--- config.mk ---
export PLATFORM = sky130hd
export DESIGN_NAME = concat_stream_sched
export DESIGN_NICKNAME = d
export VERILOG_FILES = /design/src/rtl/concat_stream_sched.sv
export SDC_FILE = /design/constraint.sdc
export NUM_CORES = 1
export LEC_CHECK = 0
export CORE_UTILIZATION = 30
export CTS_CLUSTER_DIAMETER = 50
export DETAILED_ROUTE_END_ITERATION = 12
export DONT_BUFFER_PORTS = 1
export HOLD_SLACK_MARGIN = 0.02
export SYNTH_ARGS = -nofsm -noshare
export SYNTH_HDL_FRONTEND = slang
export SYNTH_SLANG_ARGS = --single-unit
--- constraint.sdc ---
create_clock -name clk -period 2.3 [get_ports clk]
set_input_delay 0.345 -clock clk [delete_from_list [all_inputs] [get_ports clk]]
set_output_delay 0.345 -clock clk [all_outputs]
set_load 0.005 [all_outputs]
--- src/rtl/concat_stream_sched.sv ---
// ---------------------------------------------------------------------------
// concat_stream_sched
//
// Shares one shift_concat packer between N_REQ codeword sources. A requester
// is chosen round-robin at message granularity and keeps the grant until its
// last fragment has been packed and the packer has reported the final flush.
// Fragments are forwarded one per strobe, with MIN_GAP idle cycles after each
// strobe, while the pending fill level is tracked modulo 64.
//
// Optional build macro: CONCAT_STATS_EN adds strobe/message counters.
//
// Ports
//   clk            system clock, rising edge
//   rst            asynchronous active-low reset
//   req_valid      per requester: fragment presented
//   req_data       per requester: 64-bit right-aligned fragment, slice [64i+63:64i]
//   req_bits       per requester: 7-bit valid bit count (0..64 legal)
//   req_last       per requester: fragment closes the message
//   req_ready      per requester: one-cycle accept pulse (granted requester only)
//   sc_data_in     fragment data towards shift_concat
//   sc_valid_bits  fragment bit count towards shift_concat
//   sc_data_valid  one-cycle fragment strobe
//   sc_msg_fin     end-of-message flag, qualified by sc_data_valid
//   sc_done        word-complete / flush-complete pulse from shift_concat
//   grant_id       index of the requester holding the grant
//   busy           high whenever the scheduler is not idle
//   fill_bits      bits pending inside the packer, modulo 64
//   err_len        sticky: a fragment longer than 64 bits was dropped
//   err_timeout    sticky: flush completion did not arrive in time
//   stats_frags    (CONCAT_STATS_EN) strobes issued, wrapping
//   stats_msgs     (CONCAT_STATS_EN) messages completed, wrapping
// ---------------------------------------------------------------------------
module concat_stream_sched #(
   parameter int N_REQ        = 2,
   parameter int MIN_GAP      = 1,
   parameter int DONE_TIMEOUT = 255
) (
   input  logic                 clk,
   input  logic                 rst,
   input  logic [N_REQ-1:0]     req_valid,
   input  logic [64*N_REQ-1:0]  req_data,
   input  logic [7*N_REQ-1:0]   req_bits,
   input  logic [N_REQ-1:0]     req_last,
   output logic [N_REQ-1:0]     req_ready,
   output logic [63:0]          sc_data_in,
   output logic [6:0]           sc_valid_bits,
   output logic                 sc_data_valid,
   output logic                 sc_msg_fin,
   input  logic                 sc_done,
   output logic [2:0]           grant_id,
   output logic                 busy,
   output logic [5:0]           fill_bits,
   output logic                 err_len,
   output logic                 err_timeout
`ifdef CONCAT_STATS_EN
   ,
   output logic [31:0]          stats_frags,
   output logic [15:0]          stats_msgs
`endif
);

   typedef enum logic [1:0] {
      S_IDLE  = 2'd0,
      S_ISSUE = 2'd1,
      S_GAP   = 2'd2,
      S_FLUSH = 2'd3
   } state_t;

   localparam logic [3:0] GAP_LOAD = 4'(MIN_GAP - 1);
   localparam logic [7:0] TO_LAST  = 8'(DONE_TIMEOUT - 1);

   state_t             r_state;
   logic [2:0]         r_ptr;
   logic [2:0]         r_grant;
   logic [5:0]         r_fill;
   logic [3:0]         r_gap_cnt;
   logic [7:0]         r_to_cnt;
   logic               r_last;
   logic               r_fin_sent;
   logic [N_REQ-1:0]   r_ready;
   logic [63:0]        r_data;
   logic [6:0]         r_vb;
   logic               r_dv;
   logic               r_fin;
   logic               r_busy;
   logic               r_err_len;
   logic               r_err_to;
`ifdef CONCAT_STATS_EN
   logic [31:0]        r_stats_frags;
   logic [15:0]        r_stats_msgs;
`endif

   logic               w_found;
   logic [2:0]         w_sel;
   logic               w_g_valid;
   logic [63:0]        w_g_data;
   logic [6:0]         w_g_bits;
   logic               w_g_last;
   logic [N_REQ-1:0]   w_gnt_oh;
   logic [2:0]         w_ptr_nxt;
   logic               w_flush_imm;
   logic               w_flush_end;

   assign req_ready     = r_ready;
   assign sc_data_in    = r_data;
   assign sc_valid_bits = r_vb;
   assign sc_data_valid = r_dv;
   assign sc_msg_fin    = r_fin;
   assign grant_id      = r_grant;
   assign busy          = r_busy;
   assign fill_bits     = r_fill;
   assign err_len       = r_err_len;
   assign err_timeout   = r_err_to;
`ifdef CONCAT_STATS_EN
   assign stats_frags   = r_stats_frags;
   assign stats_msgs    = r_stats_msgs;
`endif

   // Round-robin search: first valid requester at or after the pointer, wrapping.
   always_comb begin
      logic [3:0] v_idx;
      w_found = 1'b0;
      w_sel   = 3'd0;
      v_idx   = 4'd0;
      for (int k = 0; k < N_REQ; k++) begin
         v_idx = {1'b0, r_ptr} + 4'(k);
         if (v_idx >= 4'(N_REQ)) begin
            v_idx = v_idx - 4'(N_REQ);
         end else begin
            v_idx = v_idx;
         end
         for (int j = 0; j < N_REQ; j++) begin
            if (!w_found && (v_idx == 4'(j)) && req_valid[j]) begin
               w_found = 1'b1;
               w_sel   = 3'(j);
            end else begin
               w_found = w_found;
            end
         end
      end
   end

   // Select the granted requester's inputs and build its one-hot ready mask.
   always_comb begin
      w_g_valid = 1'b0;
      w_g_data  = 64'd0;
      w_g_bits  = 7'd0;
      w_g_last  = 1'b0;
      w_gnt_oh  = '0;
      for (int i = 0; i < N_REQ; i++) begin
         if (r_grant == 3'(i)) begin
            w_g_valid   = req_valid[i];
            w_g_data    = req_data[i*64 +: 64];
            w_g_bits    = req_bits[i*7 +: 7];
            w_g_last    = req_last[i];
            w_gnt_oh[i] = 1'b1;
         end else begin
            w_gnt_oh[i] = 1'b0;
         end
      end
   end

   // Next pointer after the current message, and flush-exit conditions.
   always_comb begin
      if (r_grant >= 3'(N_REQ - 1)) begin
         w_ptr_nxt = 3'd0;
      end else begin
         w_ptr_nxt = r_grant + 3'd1;
      end
      // Nothing was packed and no fin strobe went out: the zero-bit fin strobe
      // closes the message on its own, no flush completion will follow.
      w_flush_imm = !r_fin_sent && (r_fill == 6'd0);
      w_flush_end = w_flush_imm || sc_done || (r_to_cnt == TO_LAST);
   end

   // Scheduler FSM with all outputs registered.
   always_ff @(posedge clk or negedge rst) begin
      if (!rst) begin
         r_state    <= S_IDLE;
         r_ptr      <= 3'd0;
         r_grant    <= 3'd0;
         r_fill     <= 6'd0;
         r_gap_cnt  <= 4'd0;
         r_to_cnt   <= 8'd0;
         r_last     <= 1'b0;
         r_fin_sent <= 1'b0;
         r_ready    <= '0;
         r_data     <= 64'd0;
         r_vb       <= 7'd0;
         r_dv       <= 1'b0;
         r_fin      <= 1'b0;
         r_busy     <= 1'b0;
         r_err_len  <= 1'b0;
         r_err_to   <= 1'b0;
`ifdef CONCAT_STATS_EN
         r_stats_frags <= 32'd0;
         r_stats_msgs  <= 16'd0;
`endif
      end else begin
         // Strobe and accept outputs are single-cycle pulses; data is zeroed when idle.
         r_ready <= '0;
         r_dv    <= 1'b0;
         r_fin   <= 1'b0;
         r_data  <= 64'd0;
         r_vb    <= 7'd0;
         case (r_state)
            S_IDLE: begin
               if (w_found) begin
                  r_grant    <= w_sel;
                  r_state    <= S_ISSUE;
                  r_busy     <= 1'b1;
                  r_last     <= 1'b0;
                  r_fin_sent <= 1'b0;
                  r_to_cnt   <= 8'd0;
               end else begin
                  r_state <= S_IDLE;
               end
            end
            S_ISSUE: begin
               // The ready pulse from the previous cycle must be seen by the
               // requester before its next fragment is taken.
               if (w_g_valid && (r_ready == '0)) begin
                  r_ready <= w_gnt_oh;
                  if (w_g_bits > 7'd64) begin
                     r_err_len <= 1'b1;
                     if (w_g_last) begin
                        r_state  <= S_FLUSH;
                        r_to_cnt <= 8'd0;
                     end else begin
                        r_state <= S_ISSUE;
                     end
                  end else if (w_g_bits == 7'd0) begin
                     if (w_g_last) begin
                        r_state  <= S_FLUSH;
                        r_to_cnt <= 8'd0;
                     end else begin
                        r_state <= S_ISSUE;
                     end
                  end else begin
                     r_data     <= w_g_data;
                     r_vb       <= w_g_bits;
                     r_dv       <= 1'b1;
                     r_fin      <= w_g_last;
                     r_fill     <= r_fill + w_g_bits[5:0];
                     r_last     <= w_g_last;
                     r_fin_sent <= w_g_last;
                     r_gap_cnt  <= GAP_LOAD;
                     r_state    <= S_GAP;
`ifdef CONCAT_STATS_EN
                     r_stats_frags <= r_stats_frags + 32'd1;
`endif
                  end
               end else begin
                  r_state <= S_ISSUE;
               end
            end
            S_GAP: begin
               if (r_gap_cnt == 4'd0) begin
                  if (r_last) begin
                     r_state  <= S_FLUSH;
                     r_to_cnt <= 8'd0;
                  end else begin
                     r_state <= S_ISSUE;
                  end
               end else begin
                  r_gap_cnt <= r_gap_cnt - 4'd1;
               end
            end
            S_FLUSH: begin
               // A message whose closing fragment carried no bits still needs
               // a fin marker, sent as a zero-bit strobe.
               if (!r_fin_sent) begin
                  r_dv       <= 1'b1;
                  r_fin      <= 1'b1;
                  r_fin_sent <= 1'b1;
`ifdef CONCAT_STATS_EN
                  r_stats_frags <= r_stats_frags + 32'd1;
`endif
               end else begin
                  r_fin_sent <= r_fin_sent;
               end
               if (w_flush_end) begin
                  if (!w_flush_imm && !sc_done) begin
                     r_err_to <= 1'b1;
                  end else begin
                     r_err_to <= r_err_to;
                  end
                  r_fill   <= 6'd0;
                  r_ptr    <= w_ptr_nxt;
                  r_to_cnt <= 8'd0;
                  r_busy   <= 1'b0;
                  r_state  <= S_IDLE;
`ifdef CONCAT_STATS_EN
                  r_stats_msgs <= r_stats_msgs + 16'd1;
`endif
               end else begin
                  r_to_cnt <= r_to_cnt + 8'd1;
               end
            end
            default: begin
               r_state <= S_IDLE;
               r_busy  <= 1'b0;
            end
         endcase
      end
   end

endmodule

Yosys cells after proc, flatten, opt, wreduce, memory -nomap -nowiden --
Index checks and enable logic that the tools add are counted.
Cells by class: reduce and logical (&&, ||, !) cells 42, equal/unequal tests 16, mux-type cells 76, add/subtract/negate cells 7, $lt $le $gt $ge 4
Operators with widths (count):
- 64-bit two-way mux | 6
- 8-bit two-way mux | 8
- 7-bit two-way mux | 6
- 8-bit case mux with 4 select lines | 1
- 1-bit two-way mux | 25
- 5-bit AND reduction | 5
- 4-bit two-way mux | 6
- 6-bit two-way mux | 4
- 2-bit two-way mux | 9
- 2-bit != test, second input constant | 8
- 4-bit logical NOT | 3
- 6-bit case mux with 2 select lines | 1
- 1-bit logical AND | 10
- 3-bit two-way mux | 3
- 3-bit AND reduction | 3
- 8-bit by 1-bit adder with 8-bit output, second input constant | 1
- 4-bit by 1-bit equality test with 1-bit output, second input constant | 2
- 8-bit equality test, second input constant | 1
- 1-bit case mux with 2 select lines | 4
- 2-bit case mux with 4 select lines | 1
- 4-bit case mux with 2 select lines | 1
- 2-bit nonzero test | 4
- 7-bit greater-than comparator, second input constant | 1
- 7-bit logical NOT | 1
- 21 further kinds | 31
Storage, ports and cells: input port bits 149, word-level logic and storage cells 161, bits in registers 106, output and inout bits 87

Longest topological paths before layout --
Gate-level depths: netlist of the first run.
depth in word-level cells 19, mapped depth 10, mapped depth without buffers 8

Least setup slack after synthesis of the first run --
No wires, ideal clock.
path kind reg2reg, from reg r_grant[0] (netlist: grant_id[0]), to reg r_gap_cnt[3], data required time 2222 ps, setup slack -70 ps, library setup time 78 ps, cell stages (with the launch flop) 8, period minus slack after synthesis 2370 ps, data arrival time 2292 ps, buffers on the path 1, cells stage by stage dfrtp_1 -> buf_6 -> or4_4 -> o22ai_4 -> mux2_2 -> a22o_1 -> or3_1 -> a21oi_1
On the way: longest elaborated chain between the ends 6, elaborated cells on any way between the ends 13, classes of those cells order compare: 1; eq/ne: 4; mux: 4; reduce/logical: 4
Ends and longest elaborated chain:
- start, declared | line 74 | logic [2:0] r_grant;
- start signal, assigned | line 209 | r_grant <= w_sel;
- 3-bit logical NOT | line 151 | if (r_grant == 3'(i)) begin
- 7-bit two-way mux / 1-bit two-way mux (equally long branches) (2 in a row) | line 151
- 7-bit greater-than comparator (tied with other cells) | line 224 | if (w_g_bits > 7'd64) begin
- 2-bit != test (no line)
- 5-bit AND reduction (no line) *
- end signal, assigned | line 266 | r_gap_cnt <= r_gap_cnt - 4'd1;
- end, declared | line 76 | logic [3:0] r_gap_cnt;
Every way passes the cells marked *; elsewhere a longest branch is shown, timed or not. A chain may end at the register's enable or synchronous reset.

Worst setup path in the final report of the first run --
Same ends and word-level chain as after synthesis.

==> results of run 1 <==
-- cell type report --
cell class,count,share of cell area (%)
sequential,102,46.6
clock inverter,6,1.16
timing repair buffer,21,3.33
tap,211,4.81
multi-input combinational,294,39.2
clock buffer,10,4.35
inverter,8,0.547
-- cell families after synthesis --
group | share of synthesized area (%)
and+or+nand+nor | 13.6
DFF | 53.6
muxes | 16.2
AOI/OAI and AO/OA | 9.70
buffers and inverters | 3.10
adders and majority gates | 2.52
xor gates and xnor gates | 1.10
other | 0.0788
-- timing repair --
action / in CTS / in global routing
hold endpoints to repair: 102 / 102
endpoints found under the setup margin: 3 / 26
pin swaps: 0 / 6
buffers inserted: 1 / 3
resized for setup: 3 / 11
-- registers in the layout (all words and copies together), names as in the netlist, 2 cells and up --
signal,cells
req_ready,2
r_gap_cnt,4
fill_bits,6
r_state,2
r_to_cnt,8
sc_valid_bits,7
sc_data_in,64
-- where the power goes --
part | total, mW | internal, mW | switching, mW | leakage [nW]
clock | 1.54 | 0.795 | 0.741 | 0.146
combinational | 2.64 | 1.23 | 1.41 | 1.08
sequential | 2.55 | 2.20 | 0.352 | 1.38
total | 6.72 | 4.22 | 2.50 | 2.61
-- worst min path at each step --
| stage | depth (start not counted) | startpoint | slack, ns | endpoint |
|---|---|---|---|---|
| after CTS | 0 | rst | -0.33 | sc_data_in[23] |
| after global placement | 0 | rst | 0.05 | r_ptr[0] |
| after global routing | 0 | rst | -0.33 | r_gap_cnt[3] |
| final | 0 | rst | -0.31 | sc_valid_bits[4] |
| after detailed placement | 0 | rst | 0.05 | sc_valid_bits[5] |
| after floorplan | 0 | rst | 0.05 | busy |
-- stage by stage --
step / cells / utilization (%)
3_5_place_dp: 632 / 33.2
6_report: 652 / 35.8
5_1_grt: 652 / 35.8
4_1_cts: 649 / 35.3
3_3_place_gp: 632 / 33.2
2_1_floorplan: 425 / -
-- placed cells by master (no fill, tap or decap), types with 7 or more instances in the layout --
cell / instances
dfrtp_1: 101
mux2i_1: 67
a21o_1: 7
inv_1: 8
nor2_2: 11
a31oi_1: 9
nand2_1: 17
ha_1: 7
nor2_1: 71
mux2_2: 7
buf_4: 19
a21oi_1: 9
clkbuf_16: 9
o21ai_0: 17
-- routing by layer --
metal	routed length [um]	track usage, %
met2	6270	25.5
met3	695	3.92
met5	0	0
met4	146	4.36
met1	4700	17.3
-- critical path: stages (launching register included) --
cell and delay (ns):
dfrtp_4 0.45, or4b_4 0.49, o22ai_4 0.22, mux2_4 0.34, a22o_4 0.23, or3_4 0.33, a21oi_2 0.15
==> summary.txt, run 1 <==
Global route
  • Congestion Overflow GR: 0
  • Overall global routing resource usage: 14.5%
  • Initial antenna violation count: 0
  • Vias in the first global route: 3,285
  • Largest net degree at the start of global routing: 103
  • First-pass GRT wire length: 17,700 um

Place
  • I/O Buffers: 0
  • Placed cell area: 0.00508 mm^2
  • GP Congestion: 0.824
  • Post-Place Worst Slack: -0.0532 ns
  • Dpl hpwl: 8910 um

Logic synthesis
  • Mapped Avg Cell Area: 11.2 um^2
  • Synth area leaders: dfrtp_1 (54%), mux2i_1 (14%), nor2_1 (5.7%), mux2_2 (2.1%), ha_1 (2.1%)
  • Synth cell types: 56
  • Post-synth EDFFs: 0
  • Synth top area share: 53.6%
  • Dominant cell type by area after synthesis: dfrtp_1
  • Synth top cells by count: dfrtp_1 (102), nor2_1 (72), mux2i_1 (67)
  • Syn Inst Count: 424
  • Syn. warnings: 0
  • Post-Syn Area: 0.00476 mm^2
  • Async S/R FF share, synth: 100%
  • Sequential area share after synthesis: 53.6%
  • Top FF cell, synth: dfrtp_1
  • Top-count cell post-synth: dfrtp_1
  • Yosys reg bits: 102

Power
  • Max VDD drop: 0.000442 V
  • Static Leak: 2.61 nW
  • PnR Total Power: 6.72 mW
  • PwrDens: 1220 mW/mm^2

Setup path
  • Critical path launch point type: flop
  • CP Class: reg -> reg
  • Reg-to-reg setup timing slack: 0.03 ns
  • CP Capture Type: flop
  • Critical Path Sink: r_gap_cnt[3]
  • Worst-case reg-to-reg path depth: 6
  • Worst r2r src: grant_id[0]
  • Required @ worst endpoint: 2.57 ns
  • Worst Path Max Fanout: 6
  • Worst Setup SP: grant_id[0]
  • CP arrival: 2.54 ns
  • Reg2reg end: r_gap_cnt[3]

STA
  • Clock skew: 0.0109 ns
  • Worst-Margin Slew: 0.822 ns
  • Max Clk Rate: 441 MHz
  • Final WS setup: 0.0322 ns
  • Final hold vios: 102
  • Max-slew headroom: 45.2%
  • Fin crit share: 98.6%
  • Minimum clock period: 2.27 ns
  • Setup violators final: 0
  • Final hold slack: -0.307 ns
  • Final Max Slew Viols: 0
  • RSZ-0062 raised after global routing: true
  • Final setup TNS: 0 ns

CTS
  • CTS buffer count: 9
  • Root buf cell: clkbuf_16
  • Clk_lat worst skew: 0.35 ns
  • CTS sink cnt: 102
  • Longest Clk Path Bufs: 2
  • CTS tree: done
  • CTS H-tree depth: 3
  • CTS clk-pin slew, worst paths: 0.07 ns

Die
  • Chip Width: 128 um
  • Row cnt: 45
  • Core ar.: 0.0153 mm^2
  • # IOs: 236
  • Die ar.: 0.0164 mm^2
  • Initial core utilization: 31.1%
  • Die Ht: 128 um

Flow run
  • Max_cap viols: 0

Status
  • Failing checks: negative hold slack
  • Outcome: complete, but fails checks

Routing
  • WL/cell: 18.1 um
  • DRT Wirelength: 11,800 um
  • Initial DRC Count: 130
  • Vias/cell: 4.97
  • DRT Pass-1 Iters: 4
  • Antenna Nets Post-Route: 0
  • Vias: 3,241
  • Post-route DRC: 0

Finish
  • FF+latch area: 0.00256 mm^2
  • Fin area: 0.00549 mm^2
  • Inserted Diodes: 0
  • Layout cell share with drive strength beyond 1: 17.7%
  • Area grow syn2layout: 15.3%
  • Multi-input logic area: 0.00215 mm^2
  • Final Net Count: 594
  • Final-layout fill cell count: 1,544

Min path
  • Worst hold path type: in -> async
No activity file was read; power rests on OpenSTA's default activity.
==> inputs of run 2 (changes only) <==
==> constraint.sdc (replaced) <==
create_clock -name clk -period 2.02 [get_ports clk]
set_input_delay 0.303 -clock clk [delete_from_list [all_inputs] [get_ports clk]]
set_output_delay 0.303 -clock clk [all_outputs]
set_load 0.005 [all_outputs]
==> summary.txt, run 2 (synthesis results as in run 1) <==
Setup path
  • Worst path buffer plus inverter count: 0 (unchanged)
  • Worst Setup SP: grant_id[0]
  • Slowest stage delay, CP: 0.48 ns (about the same)
  • Cell Chain, Critical Path: or4b_4, o22ai_4, mux2_4, a22o_1, or3_1, a21oi_2
  • Worst r2r src: grant_id[0]
  • Critical path launch point type: flop
  • Worst path slowest cell: or4b_4
  • CP Capture Type: flop
  • CP arrival: 2.51 ns (-0.03 ns)
  • Top cell family by delay on the critical path: simple AND/OR/NAND/NOR gates
  • Worst Path Max Fanout: 6 (unchanged)
  • Required @ worst endpoint: 2.30 ns (-0.27 ns)
  • CP Class: reg -> reg

Min path
  • Worst hold path type: in -> async

STA
  • RSZ-0062 raised after global routing: true
  • Final hold slack: -0.350 ns (-0.0430 ns)
  • Final Max Slew Viols: 0 (unchanged)
  • Clock skew: 0.0135 ns (+0.00255 ns)
  • Final hold vios: 102 (unchanged)
  • Setup violators final: 90 (+90)
  • Max Clk Rate: 449 MHz (+1.8%)
  • Max-slew headroom: 44.1% (-1.1 points)
  • Final WS setup: -0.207 ns (-0.239 ns)
  • Worst-Margin Slew: 0.839 ns (+0.0170 ns)
  • Minimum clock period: 2.23 ns (-0.0408 ns)
  • Fin crit share: 110% (+12 points)

Die
  • Chip Width: 128 um (unchanged)
  • # IOs: 236 (unchanged)
  • Die Ht: 128 um (unchanged)
  • Initial core utilization: 31.1% (unchanged)
  • Die ar.: 0.0164 mm^2 (unchanged)
  • Row cnt: 45 (unchanged)
  • Core ar.: 0.0153 mm^2 (unchanged)

Power
  • PwrDens: 1410 mW/mm^2 (+15%)
  • Max VDD drop: 0.000493 V (+12%)
  • Net Switching: 3.28 mW (+31%)
  • Power share of the sequential group: 33.6% (-4.3 points)
  • Comb pwr share: 45.9% (+6.7 points)
  • Sw Ratio: 38.2% (+0.98 points)
  • PnR Total Power: 8.58 mW (+28%)
  • Static Leak: 2.81 nW (+7.7%)
  • Clk pwr share: 20.5% (-2.3 points)
  • Internal: 5.30 mW (+26%)

Routing
  • DRT Wirelength: 12,800 um (+8.1%)
  • Antenna Nets Post-Route: 0 (unchanged)
  • Post-route DRC: 0 (unchanged)
  • WL/cell: 18.8 um (+3.8%)
  • DRT Pass-1 Iters: 4 (unchanged)
  • Vias: 3,403 (+5.0%)
  • Initial DRC Count: 169 (+30%)
  • Vias/cell: 5.01 (+0.82%)

CTS
  • CTS tree: done
  • Longest Clk Path Bufs: 2 (unchanged)
  • CTS clk-pin slew, worst paths: 0.08 ns (about the same)
  • CTS buffer count: 9 (unchanged)
  • CTS sink cnt: 102 (unchanged)
  • CTS H-tree depth: 3 (unchanged)
  • Clk_lat worst skew: 0.35 ns (about the same)
  • Root buf cell: clkbuf_16

Finish
  • Most frequent cells in the layout: dfrtp_1 (101), mux2i_1 (67), nor2_1 (44), buf_4 (35), nor2_2 (23)
  • Area grow syn2layout: 27.6%
  • Most common cell after layout, fill and taps aside: dfrtp_1
  • Layout cell share with drive strength beyond 1: 32.5% (+15 points)
  • Final Net Count: 621 (+4.5%)
  • Non-filler cells in the finished layout: 679 (+4.1%)
  • Max FFs per register: 64 (unchanged)
  • Inserted Diodes: 0 (unchanged)

Place
  • GP Congestion: 0.849 (+3.0%)
  • Dpl hpwl: 9160 um (+2.9%)
  • I/O Buffers: 0 (unchanged)
  • Placed cells: 655 (+3.6%)

Global route
  • Largest net degree at the start of global routing: 103 (unchanged)
  • Vias in the first global route: 3,573 (+8.8%)
  • First-pass GRT wire length: 19,100 um (+8.1%)
  • Initial antenna violation count: 0 (unchanged)
  • Overall global routing resource usage: 15.5% (+0.92 points)
  • Congestion Overflow GR: 0 (unchanged)

Flow run
  • Max_cap viols: 0 (unchanged)

Status
  • Failing checks: negative hold slack, negative setup slack
  • Outcome: complete, but fails checks
-- run 2: changes by cell type in the layout (fill, tap and decap cells not counted), sizes merged --
cell / delta
clkbuf: +1
clkinv: -1
inv: +1
buf: +26
-- run 2: area by class of cell --
class | count | area (um^2)
Fill cell | 1491 | 9240
Sequential cell | 102 | 2560
Multi-Input combinational cell | 294 | 2440
Timing Repair Buffer | 48 | 483
Tap cell | 211 | 264
Clock buffer | 10 | 239
Clock inverter | 6 | 61.3
Inverter | 8 | 30.0
-- run 2: routing by layer --
| metal | GRT usage [%] | wire length [um] |
|---|---|---|
| met4 | 4.64 | 153 |
| met5 | 0 | 0 |
| met3 | 4.09 | 865 |
| met2 | 27.6 | 6700 |
| met1 | 18.1 | 5050 |
-- run 2: final timing paths --
path | to | slack, ns | depth (start not counted)
setup / recovery | r_gap_cnt[3] | -0.21 | 6
hold / removal | sc_msg_fin | -0.35 | 0
setup reg to reg | r_gap_cnt[3] | -0.21 | 6
hold reg to reg | r_gap_cnt[1] | 0.50 | 2
max in group asynchronous | sc_data_in[26] | 2.23 | 0
min in group clk | grant_id[0] | 0.05 | 1
-- run 2: power groups by stage --
stage	Combinational, mW	Clock [mW]	Sequential (mW)
3_5_place_dp	3.13	0	2.91
6_report	3.94	1.76	2.88
5_1_grt	4.27	1.90	2.95
2_1_floorplan	2.24	0	2.79
3_3_place_gp	3.06	0	2.91
4_1_cts	3.52	1.82	2.88
-- run 2: repair_timing --
item                                   4_1_cts  5_1_grt
endpoints found under the hold margin      102      102
setup endpoints to repair                   92       93
gates cloned                                 1        1
setup buffers                                9        0
pin swaps                                    8       28
resized for setup                           24       77
-- run 2: per-stage QoR --
step	util [%]	setup TNS, ns	area [um^2]	worst slack [ns]
after floorplan	-	-0.554	4780	-0.198
after global placement	34.4	-14.41	5270	-0.271
after detailed placement	34.4	-15.28	5270	-0.288
after CTS	37.8	-14.29	5790	-0.219
after global routing	39.7	-16.51	6070	-0.264
final	39.7	-8.30	6070	-0.207
==> inputs of run 3 (changes only) <==
--- a/config.mk
+++ b/config.mk
@@ -5,11 +5,13 @@
 export SDC_FILE = /design/constraint.sdc
 export NUM_CORES = 1
 export LEC_CHECK = 0
+export CORE_MARGIN = 2
 export CORE_UTILIZATION = 30
 export CTS_CLUSTER_DIAMETER = 50
 export DETAILED_ROUTE_END_ITERATION = 12
 export DONT_BUFFER_PORTS = 1
 export HOLD_SLACK_MARGIN = 0.02
+export PLACE_DENSITY_LB_ADDON = 0.2
 export SYNTH_ARGS = -nofsm -noshare
 export SYNTH_HDL_FRONTEND = slang
 export SYNTH_SLANG_ARGS = --single-unit
==> summary.txt, run 3 (synthesis results as in run 1) <==
STA
  • Max-slew headroom: 51.7% (+7.6 points)
  • Fin crit share: 113% (+2.6 points)
  • Setup violators final: 91 (+1.1%)
  • Max Clk Rate: 439 MHz (-2.3%)
  • Final Max Slew Viols: 0 (unchanged)
  • Worst-Margin Slew: 0.725 ns (-0.114 ns)
  • Final hold slack: -0.357 ns (-0.00652 ns)
  • RSZ-0062 raised after global routing: true
  • Minimum clock period: 2.28 ns (+0.0532 ns)
  • Final hold vios: 102 (unchanged)
  • Clock skew: 0.00694 ns (-0.00655 ns)
  • Final WS setup: -0.260 ns (-0.0532 ns)

Finish
  • Inserted Diodes: 0 (unchanged)
  • Multi-input logic area: 0.00218 mm^2 (-11%)
  • FF+latch area: 0.00256 mm^2 (unchanged)
  • Area grow syn2layout: 20.9%
  • Final Net Count: 620 (-0.16%)
  • Most common cell after layout, fill and taps aside: dfrtp_1
  • Most frequent cells in the layout: dfrtp_1 (101), mux2i_1 (67), nor2_1 (62), buf_4 (42), nor2_2 (19)
  • Fin area: 0.00575 mm^2 (-5.3%)
  • Final-layout fill cell count: 1,547 (+3.8%)
  • Max FFs per register: 64 (unchanged)
  • Layout cell share with drive strength beyond 1: 24.2% (-8.3 points)

Flow run
  • Max_cap viols: 0 (unchanged)

Power
  • Static Leak: 2.74 nW (-2.3%)
  • PwrDens: 1400 mW/mm^2 (-0.83%)
  • Max VDD drop: 0.000540 V (+9.5%)

CTS
  • CTS buffer count: 9 (unchanged)
  • CTS clk-pin slew, worst paths: 0.08 ns (about the same)
  • CTS H-tree depth: 3 (unchanged)
  • Root buf cell: clkbuf_16
  • CTS tree: done
  • CTS sink cnt: 102 (unchanged)
  • Longest Clk Path Bufs: 2 (unchanged)
  • Clk_lat worst skew: 0.35 ns (about the same)

Place
  • Post-Place Worst Slack: -0.292 ns (-0.00427 ns)
  • GP Congestion: 0.841 (-0.90%)
  • Placed cell area: 0.00530 mm^2 (+0.55%)
  • Dpl hpwl: 9920 um (+8.2%)
  • I/O Buffers: 0 (unchanged)

Die
  • Row cnt: 46 (+2.2%)
  • Die ar.: 0.0169 mm^2 (+3.2%)
  • Initial core utilization: 30.3% (-0.79 points)
  • Chip Width: 130 um (+1.6%)
  • Die Ht: 130 um (+1.6%)
  • Core ar.: 0.0157 mm^2 (+2.6%)
  • # IOs: 236 (unchanged)

Setup path
  • CP Class: reg -> reg
  • CP arrival: 2.56 ns (+0.05 ns)
  • CP Capture Type: flop
  • Worst Path Max Fanout: 9 (+3)
  • Required @ worst endpoint: 2.30 ns (about the same)
  • Critical path launch point type: flop

Routing
  • Uppermost routed layer: met4
  • DRT Pass-1 Iters: 4 (unchanged)
  • Met1 WL: 4810 um (-4.8%)
  • DRT Wirelength: 12,900 um (+1.1%)
  • Met2 wire length: 7150 um (+6.7%)
  • Vias/cell: 4.80 (-4.3%)
  • Antenna Nets Post-Route: 0 (unchanged)
  • Initial DRC Count: 172 (+1.8%)
  • Vias: 3,276 (-3.7%)
  • DR WL met3: 819 um (-5.3%)
  • Post-route DRC: 0 (unchanged)
  • WL/cell: 18.9 um (+0.49%)

Global route
  • Largest net degree at the start of global routing: 103 (unchanged)
  • Overall global routing resource usage: 15.2% (-0.29 points)
  • Congestion Overflow GR: 0 (unchanged)
  • First-pass GRT wire length: 19,000 um (-0.50%)
  • Vias in the first global route: 3,389 (-5.1%)
  • Initial antenna violation count: 0 (unchanged)

Status
  • Failing checks: negative hold slack, negative setup slack
  • Outcome: complete, but fails checks

Min path
  • Worst hold path type: in -> async
[run 3: cell count changes in the layout (fill, tap and decap cells not counted), sizes merged]
cell,before,now
bufinv,0,1
clkbuf,11,9
clkinvlp,1,0
clkinv,1,2
[run 3: path summary, 6_finish.rpt]
kind,slack [ns],to,cells after the start,startpoint
setup / recovery,-0.26,r_gap_cnt[3],6,grant_id[0]
hold / removal,-0.36,r_state[0],0,rst
setup reg to reg,-0.26,r_gap_cnt[3],6,grant_id[0]
max in group asynchronous,2.20,sc_data_in[6],0,rst
min in group clk,0.06,grant_id[0],1,req_valid[0]
hold reg to reg,0.49,r_to_cnt[7],1,r_to_cnt[7]
[run 3: cell type report]
type                    count  area share [%]
repair buffers             47            7.07
clock buffers               9            3.91
flip-flops and latches    102            44.4
clock inverters             7            1.48
well taps                 216            4.70
inverters                   8           0.522
multi-input cells         294            37.9
[run 3: per-layer routing]
metal / vias to the layer above / track usage, %
met2: 137 / 27.5
met4: 0 / 4.30
met3: 9 / 4.43
met1: 1575 / 17.4
li1: 1555 / -
met5: - / 0
[run 3: worst max-delay path, stage by stage (launching register included)]
cell and delay, ns:
dfrtp_4 0.49, or4b_4 0.49, o22ai_4 0.19, mux2_4 0.33
a22o_1 0.25, or3_1 0.33, a21oi_1 0.13
[run 3: per-stage QoR]
stage / utilization, % / instances / hold WS, ns / TNS [ns] / power, mW
global route: 36.6 / 683 / -0.375 / -15.32 / 8.61
CTS: 36.2 / 680 / -0.370 / -10.94 / 8.10
global placement: 33.7 / 663 / 0.0154 / -10.21 / 6.07
finish: 36.6 / 683 / -0.357 / -7.39 / 8.06
floorplan: - / 425 / 0.00741 / -0.554 / 5.03
detailed placement: 33.7 / 663 / 0.00959 / -13.42 / 6.14
[run 3: where the power goes]
part           switching, mW  total, mW  internal (mW)
clock                  0.850       1.84          0.989
sequential             0.361       2.86           2.50
combinational           1.73       3.36           1.63
[run 3: repair_timing]
item / 4_1_cts / 5_1_grt
setup buffers: 1 / 3
resized for setup: 14 / 17
endpoints found under the setup margin: 91 / 92
pin swaps: 1 / 1
endpoints found under the hold margin: 102 / 102
